`src/rtl/eth_parser_pkg.sv`:
```
// Shared types and constants for the Ethernet parser blocks.
package eth_parser_pkg;

  // Bytes of L2 header captured per frame (dst MAC, src MAC, ethertype).
  localparam int unsigned HDR_BYTES = 14;

  typedef logic [15:0] ethertype_t;

endpackage

```
`src/rtl/sat_counter.sv`:
```
// Saturating up-counter: holds at all-ones instead of wrapping.
module sat_counter #(
  parameter int unsigned WIDTH = 16
) (
  input  logic             clk,
  input  logic             rst_n,
  input  logic             inc,
  output logic [WIDTH-1:0] count
);

  logic [WIDTH-1:0] count_q, count_d;

  // Next count: step only when not already saturated.
  always_comb begin
    count_d = count_q;
    if (inc && (count_q != {WIDTH{1'b1}})) begin
      count_d = count_q + {{(WIDTH-1){1'b0}}, 1'b1};
    end
  end

  // Count register.
  always_ff @(posedge clk or negedge rst_n) begin
    if (!rst_n) begin
      count_q <= '0;
    end else begin
      count_q <= count_d;
    end
  end

  assign count = count_q;

endmodule

```
`src/rtl/eth_header_capture.sv`:
```
// Captures the 14-byte Ethernet header of each frame, holds it for the
// downstream VLAN stage, discards the payload and counts good/runt frames.
module eth_header_capture
  import eth_parser_pkg::*;
#(
  parameter int unsigned HDR_BYTES = eth_parser_pkg::HDR_BYTES,
  parameter int unsigned CNT_W     = 16
) (
  input  logic                       clk,
  input  logic                       rst_n,
  input  logic [7:0]                 s_tdata,
  input  logic                       s_tvalid,
  output logic                       s_tready,
  input  logic                       s_tlast,
  output logic [HDR_BYTES-1:0][7:0]  header_bytes,
  output ethertype_t                 ethertype_raw,
  output logic                       fields_valid,
  input  logic                       hdr_ready,
  output logic                       runt_err,
  output logic [CNT_W-1:0]           frame_count,
  output logic [CNT_W-1:0]           runt_count
);

  typedef enum logic [1:0] {
    StIdle,
    StHdr,
    StHold,
    StSkip
  } state_e;

  localparam logic [3:0] LastIdx = 4'(HDR_BYTES - 1);

  state_e                     state_q, state_d;
  logic [3:0]                 byte_cnt_q, byte_cnt_d;
  logic                       frame_ended_q, frame_ended_d;
  logic                       fields_valid_q, fields_valid_d;
  logic                       runt_err_q, runt_err_d;
  logic [HDR_BYTES-1:0][7:0]  hdr_q, hdr_d;
  logic                       accept;
  logic                       frame_inc;
  logic                       runt_inc;

  // Upstream is stalled only while a header waits for the consumer.
  assign s_tready = (state_q != StHold);
  assign accept   = s_tvalid && s_tready;

  // Next-state, header capture and counter strobes.
  always_comb begin
    state_d        = state_q;
    byte_cnt_d     = byte_cnt_q;
    frame_ended_d  = frame_ended_q;
    fields_valid_d = fields_valid_q;
    runt_err_d     = 1'b0;
    hdr_d          = hdr_q;
    frame_inc      = 1'b0;
    runt_inc       = 1'b0;

    unique case (state_q)
      StIdle: begin
        if (accept) begin
          hdr_d[0] = s_tdata;
          if (s_tlast) begin
            // Single-byte frame: runt, stay idle.
            runt_err_d = 1'b1;
            runt_inc   = 1'b1;
            byte_cnt_d = 4'd0;
          end else begin
            byte_cnt_d = 4'd1;
            state_d    = StHdr;
          end
        end
      end
      StHdr: begin
        if (accept) begin
          hdr_d[byte_cnt_q] = s_tdata;
          if (byte_cnt_q == LastIdx) begin
            // Last header byte; a tlast here means there is no payload to skip.
            byte_cnt_d     = 4'd0;
            state_d        = StHold;
            fields_valid_d = 1'b1;
            frame_ended_d  = s_tlast;
          end else if (s_tlast) begin
            runt_err_d = 1'b1;
            runt_inc   = 1'b1;
            byte_cnt_d = 4'd0;
            state_d    = StIdle;
          end else begin
            byte_cnt_d = byte_cnt_q + 4'd1;
          end
        end
      end
      StHold: begin
        if (hdr_ready) begin
          fields_valid_d = 1'b0;
          frame_inc      = 1'b1;
          frame_ended_d  = 1'b0;
          state_d        = frame_ended_q ? StIdle : StSkip;
        end
      end
      StSkip: begin
        if (accept && s_tlast) begin
          state_d = StIdle;
        end
      end
      default: begin
        state_d = StIdle;
      end
    endcase
  end

  // FSM and capture registers.
  always_ff @(posedge clk or negedge rst_n) begin
    if (!rst_n) begin
      state_q        <= StIdle;
      byte_cnt_q     <= 4'd0;
      frame_ended_q  <= 1'b0;
      fields_valid_q <= 1'b0;
      runt_err_q     <= 1'b0;
      hdr_q          <= '0;
    end else begin
      state_q        <= state_d;
      byte_cnt_q     <= byte_cnt_d;
      frame_ended_q  <= frame_ended_d;
      fields_valid_q <= fields_valid_d;
      runt_err_q     <= runt_err_d;
      hdr_q          <= hdr_d;
    end
  end

  sat_counter #(
    .WIDTH (CNT_W)
  ) u_frame_cnt (
    .clk   (clk),
    .rst_n (rst_n),
    .inc   (frame_inc),
    .count (frame_count)
  );

  sat_counter #(
    .WIDTH (CNT_W)
  ) u_runt_cnt (
    .clk   (clk),
    .rst_n (rst_n),
    .inc   (runt_inc),
    .count (runt_count)
  );

  assign header_bytes  = hdr_q;
  assign ethertype_raw = {hdr_q[12], hdr_q[13]};
  assign fields_valid  = fields_valid_q;
  assign runt_err      = runt_err_q;

endmodule
```
`config.mk`:
```
export PLATFORM = sky130hd
export DESIGN_NAME = eth_header_capture
export DESIGN_NICKNAME = d
export VERILOG_FILES = /design/src/rtl/eth_parser_pkg.sv /design/src/rtl/sat_counter.sv /design/src/rtl/eth_header_capture.sv
export SDC_FILE = /design/constraint.sdc
export NUM_CORES = 1
export LEC_CHECK = 0
export CAP_MARGIN = 20
export CORE_MARGIN = 2
export CORE_UTILIZATION = 44
export DETAILED_ROUTE_END_ITERATION = 6
export GPL_TIMING_DRIVEN = 0
export MAX_ROUTING_LAYER = met4
export PLACE_DENSITY = 0.77
export SLEW_MARGIN = 40
export SYNTH_ARGS = -nofsm -noshare
export SYNTH_HDL_FRONTEND = slang
export SYNTH_SLANG_ARGS = --single-unit
export TNS_END_PERCENT = 10
```
`constraint.sdc`:
```
create_clock -name clk -period 1.9 [get_ports clk]
set_input_delay 0.19 -clock clk [delete_from_list [all_inputs] [get_ports clk]]
set_output_delay 0.19 -clock clk [all_outputs]
set_load 0.1 [all_outputs]
```
# After elaboration in Yosys (flattened, before gate mapping)
# Index checks and enable logic that the tools add are counted.
classes:
  div: 0
  bitwise: 0
  multipliers: 0
  magnitude_cmp: 2
  n_addsub: 3
  n_shift: 0
  n_eq_ne: 14
  muxes: 35
  n_reduce_logical: 12
ops:
  columns: ["op", "count"]
  rows:
  - ["bitwise mux 112 bit", 1]
  - ["adder 16 x 1 -> 16 bit (second input constant)", 2]
  - ["demux 8 bit (select 4 bit)", 1]
  - ["!= test 16 bit (second input constant)", 2]
  - ["two-way mux 8 bit", 3]
  - ["two-way mux 2 bit", 8]
  - ["two-way mux 4 bit", 4]
  - ["one-hot mux 8 bit (2 select lines)", 1]
  - ["!= test 2 bit (second input constant)", 7]
  - ["two-way mux 1 bit", 12]
  - ["one-hot mux 2 bit (4 select lines)", 1]
  - ["one-hot mux 4 bit (2 select lines)", 1]
  - ["one-hot mux 1 bit (2 select lines)", 3]
  - ["AND reduction 6 bit", 1]
  - ["logical AND 1 bit", 5]
  - ["< comparator 4 x 5 -> 1 bit (second input constant)", 1]
  - ["adder 4 x 1 -> 4 bit (second input constant)", 1]
  - ["equality test 2 bit (second input constant)", 2]
  - ["equality test 4 bit (second input constant)", 1]
  - ["greater-or-equal comparator 4 x 1 -> 1 bit (second input constant)", 1]
  - ["AND reduction 4 bit", 1]
  - ["nonzero test 2 bit", 2]
  - ["!= test 3 bit (second input constant)", 1]
  - ["AND reduction 3 bit", 1]
  - ["3 further kinds", 3]
totals:
  romBits: 0
  elab_cells: 87
  out_inout_bits: 163
  reg_bits: 153
  mem_bits_rw: 0
  memories: 0
  latch_bits: 0

# Logic depth before layout (Yosys ltp)
logic_depth:
  word_depth: 7
  depth_mapped: 7
  mapped_depth_nobuf: 6

# By module
# A second synthesis with hierarchy kept.
hier_totals:
  cells_unflattened: 487
  hier_area_um2: 6688.9
by_module_without_submodules:
  columns: ["mod", "seq_area_each_um2", "instances", "cells_per_inst", "area_per_inst_um2"]
  rows:
  - ["eth_header_capture", 3027.9, 1, 341, 5021.1]
  - ["sat_counter at u_frame_cnt", 400.4, 1, 72, 859.6]
  - ["sat_counter at u_runt_cnt", 400.4, 1, 74, 808.3]

# Worst setup path after synthesis
# OpenSTA, ideal clock, no wires.
synth_path:
  path_kind: "flip-flop to flip-flop"
  start: "register u_runt_cnt.count_q[0] (netlist: u_runt_cnt.count[0])"
  end: "register u_runt_cnt.count_q[12] (netlist: u_runt_cnt.count[12])"
  path_slack_ns: -0.546
  period_less_slack_ns: 2.446
  required_time_ns: 1.774
  arrival_time_ns: 2.320
  stages_incl_launch_ff: 6
  setup_time_ns: 0.126
  cell_sequence: "dfrtp_1 > ha_1 > nand4_1 > or2_2 > nor3_1 > mux2_2"
synth_between:
  elab_chain_len: 2
  word_cells_on_any_way: 3
  classes_between: "add/sub: 1; eq/ne: 1; reduce/logical: 1"
synth_rtl:
  columns: ["element", "line", "rtl"]
  rows:
  - ["from (decl)", "sat_counter.sv:11", "logic [WIDTH-1:0] count_q, count_d;"]
  - ["from (signal assigned)", "sat_counter.sv:26", "count_q <= count_d;"]
  - ["parallel branches: the longest is 2 deep, another holds adder 16 x 1 -> 16 bit", null, null]
# Several ways; the timed one is not identified.
# A chain may end at the register's enable or synchronous reset.

# Worst setup path after layout
layout_path:
  start: "register state_q[0]"
  end: "register hdr_q, in the netlist header_bytes[51]"
layout_between:
  elab_chain_len: 3
  word_cells_on_any_way: 4
  classes_between: "eq/ne: 2; reduce/logical: 2"
layout_rtl:
  columns: ["element", "line", "rtl"]
  rows:
  - ["from (decl)", "eth_header_capture.sv:33", "state_e state_q, state_d;"]
  - ["from (signal assigned)", "eth_header_capture.sv:114", "state_q <= StIdle;"]
  - ["from (signal assigned)", "eth_header_capture.sv:121", "state_q <= state_d;"]
  - ["!= test 2 bit", "eth_header_capture.sv:44", "assign s_tready = (state_q != StHold);"]
  - ["logical AND 1 bit", "eth_header_capture.sv:45", "assign accept = s_tvalid && s_tready;"]
  - ["AND reduction 2 bit (no line) (*)", null, null]
  - ["to (signal assigned)", "eth_header_capture.sv:126", "hdr_q <= hdr_d;"]
  - ["to (decl)", "eth_header_capture.sv:38", "logic [HDR_BYTES-1:0][7:0] hdr_q, hdr_d;"]
# Mark *: on every way between the ends. The rest lies on a longest branch, timed or not.

==> impl_metrics.json <==
{
  "status": "completed",
  "synthTopCellsByCount": "dfrtp_1 (153), mux2_2 (113), nand2_1 (30), xor2_1 (27), buf_4 (18)",
  "vias": 4470,
  "synthMostInstantiatedCell": "dfrtp_1",
  "hp-class": "primary input to async pin",
  "postRouteAntennaNets": 0,
  "synth_edf_count": 0,
  "path_buf_inv": 1,
  "root_buffer": "clkbuf_16",
  "crit_required_ps": 2200,
  "finalMaxSlewViolations": 0,
  "gp_congestion": 0.863,
  "grt_pass1_vias": 4669,
  "drt_first_iter_violations": 153,
  "timing.slew.headroom_pct": 52.0,
  "avgSynthCellArea_um2": 13.7,
  "start_kind": "register",
  "yosys_warnings": 0,
  "leakagePower_nw": 4.52,
  "pwr-share-comb_pct": 35.2,
  "grt.total_usage_pct": 20.7,
  "async_flop_share_pct": 100,
  "finalHoldViolCount": 0,
  "p_sw_mw": 4.97,
  "syn2layout_area_growth_pct": 31.5,
  "synth_top_area_share_pct": 59.1,
  "worstMarginPinSlew_ps": 719,
  "post_drt_via_cell_ratio": 5.13,
  "tritoncts": "built",
  "cap_violations": 0,
  "critical_path.max_stage_delay_ps": 410,
  "synth_flop_cell": "dfrtp_1",
  "skew_ps": 8.73,
  "p_seq_share_pct": 34.3,
  "min_period_ps": 1890,
  "place_hpwl_um": 10900,
  "nets": 693,
  "die_x_um": 125,
  "wirelength_um": 15300,
  "power.share.clock_pct": 30.5,
  "yosysUniqueCellTypes": 48,
  "die-area_um2": 15700,
  "powerDensity_nw_per_um2": 1340,
  "end_kind": "register",
  "fmax_ghz": 0.529,
  "fp.dieH_um": 125,
  "start_util_pct": 44.7,
  "design_area_um2": 8510,
  "fp-row-count": 44,
  "grt_pass1_wl_um": 24700,
  "post-synth-top-area-cell": "dfrtp_1",
  "avgRoutedWirePerCell_um": 17.6,
  "setup_viol": 0,
  "synth_nets": 492,
  "swShare_pct": 43.6,
  "clk_latency_ps": 420,
  "arrival_ps": 2190,
  "p_int_mw": 6.43,
  "peakVddDrop_mv": 1.12,
  "core_um2": 14500,
  "firstDrtPassIters": 4,
  "io_pins": 176,
  "synthCells": 473,
  "synth.area.top_cells": "dfrtp_1 (59%), mux2_2 (20%), xor2_1 (3.7%)",
  "fin_util_pct": 58.8,
  "cts_max_level": 4,
  "antenna_cells": 0,
  "timing_worst_setup_path_type": "register to register",
  "drive_gt1_share_pct": 56.9,
  "port_buffers": 175,
  "antenna_found_initial": 0,
  "clkTransAtPathRegs_ps": 60,
  "overflow": 0,
  "route.detailed.drc": 0,
  "cp_cell_sequence": "buf_2, nand3b_1, nor2_1, nand2_1, mux2_2",
  "ys_ff_latch": 153,
  "critPathTopFamily": "simple AND/OR/NAND/NOR gates",
  "cts_buffers": 17,
  "cp_slowest_cell": "dfrtp_1",
  "cts.sinks": 153,
  "fin_crit_sh_pct": 99.5,
  "yosysSeqAreaShare_pct": 59.1,
  "netlist_area_um2": 6470,
  "clk_path_buf_depth": 2,
  "grt_start_max_net_pins": 69,
  "rsz0062_at_grt": "yes",
  "dpl_cell_area_um2": 7790,
  "n_fill_cell": 1218,
  "critPathMaxFanout": 10
}
## state kept, by name, summed over array words and instances (netlist names)
name               flops
header_bytes          96
ethertype_raw         16
u_frame_cnt.count     16
u_runt_cnt.count      16
byte_cnt_q             4
state_q                2
fields_valid           1
frame_ended_q          1
runt_err               1
## metrics by stage
step	std cells	TNS [ps]	hold WS [ps]	power, mW	setup WS, ps
final	871	0	198	11.4	8.77
after global routing	871	-5150	200	11.8	-125
after CTS	869	-20.4	183	11.5	-20.4
after floorplan	473	-379	-106	7.22	-37.0
after detailed placement	834	-15400	46.4	7.97	-241
after global placement	832	-848480	464	8.28	-6340
## metal layers
layer | vias up | part of all wire [%] | track usage [%]
li1 | 2069 | - | -
met1 | 2257 | 43 | 25.7
met2 | 132 | 49 | 31.9
met3 | 12 | 7.2 | 7.23
met4 | 0 | 1.1 | 6.67
met5 | - | 0 | -
## area by class of cell
cell class,count,area [µm²],share of cell area (%)
sequential,153,3910,45.9
multi-input combinational,281,2480,29.2
timing repair buffer,182,1050,12.3
clock buffer,20,447,5.25
tap,184,230,2.70
buffer,34,214,2.51
clock inverter,12,160,1.88
inverter,5,18.8,0.220
## logic make-up (layout without fill, tap and decap cells)
| kind of cell | after synthesis | in the layout | synth area share (%) |
|---|---|---|---|
| AOI/OAI and AO/OA | 18 | 18 | 2.03 |
| xor gates and xnor gates | 29 | 29 | 3.92 |
| adders and majority gates | 6 | 6 | 1.16 |
| buffers and inverters | 39 | 253 | 3.40 |
| DFF | 153 | 153 | 59.1 |
| muxes | 115 | 115 | 20.0 |
| and+or+nand+nor | 113 | 113 | 10.4 |
## cell usage in the layout (no fill, tap or decap), types with 10 or more instances in the layout
cell	instances
dfrtp_2	16
nand3_1	10
nand2_1	28
clkbuf_1	12
dfrtp_1	121
nor2_1	13
nor3_1	10
xor2_1	27
clkdlybuf4s50_1	11
clkbuf_16	17
mux2_2	112
dfrtp_4	16
buf_4	21
nand4_1	11
buf_2	166
## final timing paths
| check | from | endpoint | slack (ps) | cells after the start |
|---|---|---|---|---|
| worst max-delay path | state_q[0]$_DFFE_PN0P_ | header_bytes[51]$_DFFE_PN0P_ | 9 | 5 |
| worst min-delay path | rst_n | header_bytes[50]$_DFFE_PN0P_ | 200 | 2 |
| worst max register to register | state_q[0]$_DFFE_PN0P_ | header_bytes[51]$_DFFE_PN0P_ | 9 | 5 |
| worst min register to register | fields_valid$_DFFE_PN0P_ | fields_valid$_DFFE_PN0P_ | 480 | 1 |
| max in group asynchronous | rst_n | u_runt_cnt.count[0]$_DFFE_PN0P_ | 750 | 4 |
| min in group clk | fields_valid$_DFFE_PN0P_ | fields_valid$_DFFE_PN0P_ | 480 | 1 |
## timing repair
| action | in CTS | in global routing |
|---|---|---|
| hold endpoints to repair | 85 | 0 |
| gates resized for setup | 4 | 11 |
| setup endpoints to repair | 40 | 121 |
| hold buffers | 1 | 0 |
| pin swaps | 2 | 3 |
| buffers inserted | 2 | 2 |
## power by group through the flow
stage	Sequential (mW)	Combinational [mW]	Clock (mW)
detailed placement	3.97	4.00	0
global route	3.97	4.13	3.72
floorplan	6.72	0.493	0
finish	3.91	4.01	3.47
CTS	3.92	4.03	3.55
global placement	3.96	4.32	0
## worst reg2reg max path: cells and delay by family, from the launching register on
kind / cells / cell delay (ps)
mux: 1 / 370
flops: 1 / 410
simple gates: 3 / 760
buf+inv: 1 / 240
No activity file was read; power rests on OpenSTA's default activity.
